[config.mk]
export PLATFORM = sky130hd
export DESIGN_NAME = serial_adder
export DESIGN_NICKNAME = d
export VERILOG_FILES = /design/src/rtl/serial_adder.sv
export SDC_FILE = /design/constraint.sdc
export NUM_CORES = 1
export LEC_CHECK = 0
export ABC_CLOCK_PERIOD_IN_PS = 4800
export CORE_MARGIN = 2
export CORE_UTILIZATION = 55
export CTS_BUF_LIST = sky130_fd_sc_hd__clkbuf_16
export DETAILED_ROUTE_END_ITERATION = 12
export HOLD_SLACK_MARGIN = 0.15
export MAX_ROUTING_LAYER = met4
export PLACE_DENSITY = 0.83
export SLEW_MARGIN = 15
export SYNTH_ARGS = -nofsm -noshare
export SYNTH_HDL_FRONTEND = slang
export SYNTH_SLANG_ARGS = --single-unit
export TNS_END_PERCENT = 10
[constraint.sdc]
create_clock -name clk -period 4.8 [get_ports clk]
set_clock_uncertainty 0.05 [all_clocks]
set_input_delay 1.44 -clock clk [delete_from_list [all_inputs] [get_ports clk]]
set_output_delay 1.44 -clock clk [all_outputs]
set_load 0.05 [all_outputs]
[src/rtl/serial_adder.sv]
// Bit-serial unsigned adder: one full-adder cell plus a carry flop, LSB first.
// Latency WIDTH+1 cycles from accepted start to the done pulse; start is ignored unless IDLE.
module serial_adder #(
    parameter int WIDTH = 8
) (
    input  logic             clk,
    input  logic             rst,
    input  logic             start,
    input  logic [WIDTH-1:0] a,
    input  logic [WIDTH-1:0] b,
    output logic             busy,
    output logic             done,
    output logic [WIDTH-1:0] sum,
    output logic             cout
);

    localparam int CW = (WIDTH < 2) ? 1 : $clog2(WIDTH + 1);

    typedef enum logic [1:0] {
        IDLE = 2'd0,
        RUN  = 2'd1,
        DONE = 2'd2
    } state_t;

    state_t           state_q, state_d;
    logic [WIDTH-1:0] a_sh_q, a_sh_d;
    logic [WIDTH-1:0] b_sh_q, b_sh_d;
    logic [WIDTH-1:0] ps_q, ps_d;
    logic [WIDTH-1:0] sum_q, sum_d;
    logic [CW-1:0]    cnt_q, cnt_d;
    logic             c_q, c_d;
    logic             cout_q, cout_d;
    logic             s_bit;
    logic             c_next;

    always_ff @(posedge clk or posedge rst) begin
        if (rst) begin
            state_q <= IDLE;
            a_sh_q  <= '0;
            b_sh_q  <= '0;
            ps_q    <= '0;
            sum_q   <= '0;
            cnt_q   <= '0;
            c_q     <= 1'b0;
            cout_q  <= 1'b0;
        end else begin
            state_q <= state_d;
            a_sh_q  <= a_sh_d;
            b_sh_q  <= b_sh_d;
            ps_q    <= ps_d;
            sum_q   <= sum_d;
            cnt_q   <= cnt_d;
            c_q     <= c_d;
            cout_q  <= cout_d;
        end
    end

    always_comb begin
        state_d = state_q;
        a_sh_d  = a_sh_q;
        b_sh_d  = b_sh_q;
        ps_d    = ps_q;
        sum_d   = sum_q;
        cnt_d   = cnt_q;
        c_d     = c_q;
        cout_d  = cout_q;
        s_bit   = a_sh_q[0] ^ b_sh_q[0] ^ c_q;
        c_next  = (a_sh_q[0] & b_sh_q[0]) | (c_q & (a_sh_q[0] ^ b_sh_q[0]));

        case (state_q)
            IDLE: begin
                if (start) begin
                    a_sh_d  = a;
                    b_sh_d  = b;
                    c_d     = 1'b0;
                    cnt_d   = '0;
                    state_d = RUN;
                end
            end
            RUN: begin
                a_sh_d          = a_sh_q >> 1;
                b_sh_d          = b_sh_q >> 1;
                ps_d            = ps_q >> 1;
                ps_d[WIDTH-1]   = s_bit;
                c_d             = c_next;
                cnt_d           = cnt_q + CW'(1);
                // Last bit: publish the completed word together with its carry.
                if (cnt_q == CW'(WIDTH - 1)) begin
                    sum_d   = ps_d;
                    cout_d  = c_next;
                    state_d = DONE;
                end
            end
            DONE: begin
                state_d = IDLE;
            end
            default: begin
                state_d = IDLE;
            end
        endcase
    end

    assign busy = (state_q == RUN);
    assign done = (state_q == DONE);
    assign sum  = sum_q;
    assign cout = cout_q;

endmodule
==> reports/qor.csv <==
stage;metric;value;unit
setup_path;R2R Path Start;state_q[0];
sta;Slew @ Worst Pin;0.932;ns
detailed_routing;drt drc;0;
synth;Mean Syn Cell Area;11.2;sq um
detailed_routing;via count;1173;
place;Post-Place Cell Area;1940;sq um
sta;Final min period;3.82;ns
synth;sequential share of the synthesized area;0.596;
die;Die Wd;58.6;um
synth;Synthesized Nets;167;
global_routing;gr ovfl total;0;
sta;# setup viols final;0;
clock_tree;Max Root-Sink Buffers;2;
hold_path;HP Class;reg -> reg;
place;Port-buffer cells;29;
die;die area;3430;sq um
clock_tree;clk sinks;39;
detailed_routing;antenna viol nets, final;0;
die;I/O pins;30;
pwr;Power Density;701;nW/um^2
final_layout;nets@finish;197;
setup_path;endpoint class of the critical path;output pin;
synth;register bit total from synthesis;39;
clock_tree;deepest level of the CTS H-tree;2;
final_layout;Layout fillers;191;
setup_path;crit path max fanout;22;
final_layout;ANT cells;0;
sta;Slew Limit Fails;0;
setup_path;flop-to-flop setup slack;2.70;ns
sta;Final Hold Fails;0;
final_layout;Area growth, synth to finish;26.8;%
global_routing;initial antenna violation count;0;
sta;setup tns final;0;ns
place;detailed placement HPWL;2.25;mm
detailed_routing;wire per inst;16.0;um
hold_path;worst hold stages;2;
clock_tree;Worst-path clk slew;0.06;ns
setup_path;worst r2r path cells;4;
detailed_routing;number of iterations in the first detailed-routing pass;5;
detailed_routing;vias per cell;5.64;
global_routing;vias in the first global route;1186;
clock_tree;Hold-fix buffers, CTS;0;
clock_tree;Post-CTS Repair Setup Buffers;0;
synth;Post-Syn Area;1640;sq um
hold_path;Hold EP;b_sh_q[5];
synth;synth unique cells;26;
global_routing;Tot GR Track Use;0.234;
die;Starting Density;0.588;
sta;RSZ-0062 raised after global routing;false;
pwr;LEAKAGE;0.000944;uW
final_layout;Design Area, Final;2080;sq um
clock_tree;PostCTS Resize Cnt;0;
clock_tree;cts bufs inserted;5;
clock_tree;Root Buffer;clkbuf_16;
die;Die Y;58.6;um
final_layout;fraction of layout instances using a drive strength above 1;0.107;
setup_path;CP required;3.31;ns
clock_tree;Clock Latency Late Sink;0.28;ns
sta;Fmax;0.262;GHz
synth;Ys Warns;0;
die;core box area;2780;sq um
global_routing;pin count of the biggest net entering global routing;40;
die;Rows;19;
hold_path;min-delay src;b_sh_q[5];
global_routing;first-pass GRT wire length;5.66;mm
pwr;VDD IR max;702;uV
sta;period utilisation layout;0.795;
setup_path;Crit path arrival time;2.33;ns
detailed_routing;final WL;3.32;mm
synth;Mapped Cells;146;
run;Max Cap Violations;0;
sta;max_slew headroom;0.378;
detailed_routing;first-iteration detailed-routing DRC count;46;
setup_path;Setup CP Type;reg -> out;
setup_path;Critical Path Start Type;flop;
clock_tree;CTS tree;built;
setup_path;R2R Path End;cnt_q[3];
status;status;complete, no violations;
place;GPL Wtd Cong;0.767;
==> worst max-delay path: stages, from the launching register on <==
cell and delay [ns]:
dfrtp_1 0.80, nand2b_4 0.21, inv_2 0.20, clkdlybuf4s50_1 0.83
==> power breakdown <==
part / switching [uW] / internal, uW
Combinational: 333 / 227
Sequential: 125 / 463
Clock: 120 / 187
==> state kept, by name, summed over array words and instances (netlist names) <==
| register | cells |
|---|---|
| b_sh_q | 8 |
| cnt_q | 4 |
| c_q | 1 |
| a_sh_q | 8 |
| ps_q | 7 |
| cout | 1 |
| state_q | 2 |
| sum | 8 |
==> cell usage after synthesis (all sizes together) <==
library cell	n	area, sq um
ha	1	12.5
and3b	1	8.76
o31ai	1	7.51
a22o	5	43.8
nor2	1	3.75
o21ai	15	75.1
nand2b	2	20.0
nor3	1	16.3
dfrtp	39	976
fa	1	20.0
o21bai	1	7.51
mux2i	1	10.0
buf	5	31.3
nor2b	3	18.8
a22oi	14	105
clkbuf	3	11.3
nand2	37	139
nand3	1	5.00
and2	1	6.26
a21oi	2	10.0
mux2	9	101
inv	2	7.50
==> cell families after synthesis <==
family / after synthesis / share of synthesized area
AO/OA/AOI/OAI: 38 / 0.152
adder cells (fa/ha/maj): 2 / 0.0199
buffers and inverters: 10 / 0.0306
flip-flops: 39 / 0.596
multiplexers: 10 / 0.0680
AND/OR/NAND/NOR: 47 / 0.133
==> cell type report <==
| type | instances | area, sq um | share of cell area |
|---|---|---|---|
| Tap cell | 31 | 38.8 | 0.0187 |
| Inverter | 2 | 7.51 | 0.00362 |
| Multi-Input combinational cell | 97 | 611 | 0.294 |
| Timing Repair Buffer | 31 | 305 | 0.147 |
| Sequential cell | 39 | 976 | 0.470 |
| Clock buffer | 5 | 125 | 0.0603 |
| Clock inverter | 3 | 12.5 | 0.00603 |
==> worst max path at each step <==
stage	slack [ns]	end	start	cells after the start
2_1_floorplan	1.86	done	state_q[0]	3
3_3_place_gp	1.36	busy	state_q[0]	3
4_1_cts	1.0	busy	state_q[0]	3
6_report	0.98	busy	state_q[0]	3
5_1_grt	0.86	busy	state_q[0]	3
3_5_place_dp	1.30	busy	state_q[0]	3
==> cells in the final DEF, fill, tap and decap left out, types with 3 or more instances in the layout <==
cell,instances
clkbuf_16,5
a22o_1,5
a22oi_1,14
o21ai_0,15
nand2_1,37
mux2_2,8
dfrtp_1,39
inv_1,3
clkdlybuf4s50_1,29
nor2b_1,3
==> layer usage <==
metal / vias to the layer above / global-route usage / share of wire
met4: 0 / 0.0864 / 0.018
met5: - / - / 0
met1: 569 / 0.320 / 0.46
li1: 563 / - / -
met3: 8 / 0.0769 / 0.052
met2: 33 / 0.326 / 0.47
==> stage by stage <==
step / hold WS, ns / power, uW / std cells / worst slack (ns) / util
5_1_grt: 0.474 / 1550 / 208 / 0.857 / 0.746
2_1_floorplan: 0.390 / 977 / 146 / 1.86 / -
4_1_cts: 0.434 / 1460 / 208 / 0.997 / 0.746
6_report: 0.435 / 1460 / 208 / 0.985 / 0.746
3_5_place_dp: 0.422 / 1150 / 200 / 1.30 / 0.697
3_3_place_gp: 0.413 / 1120 / 200 / 1.36 / 0.697
No activity file was read; power rests on OpenSTA's default activity.
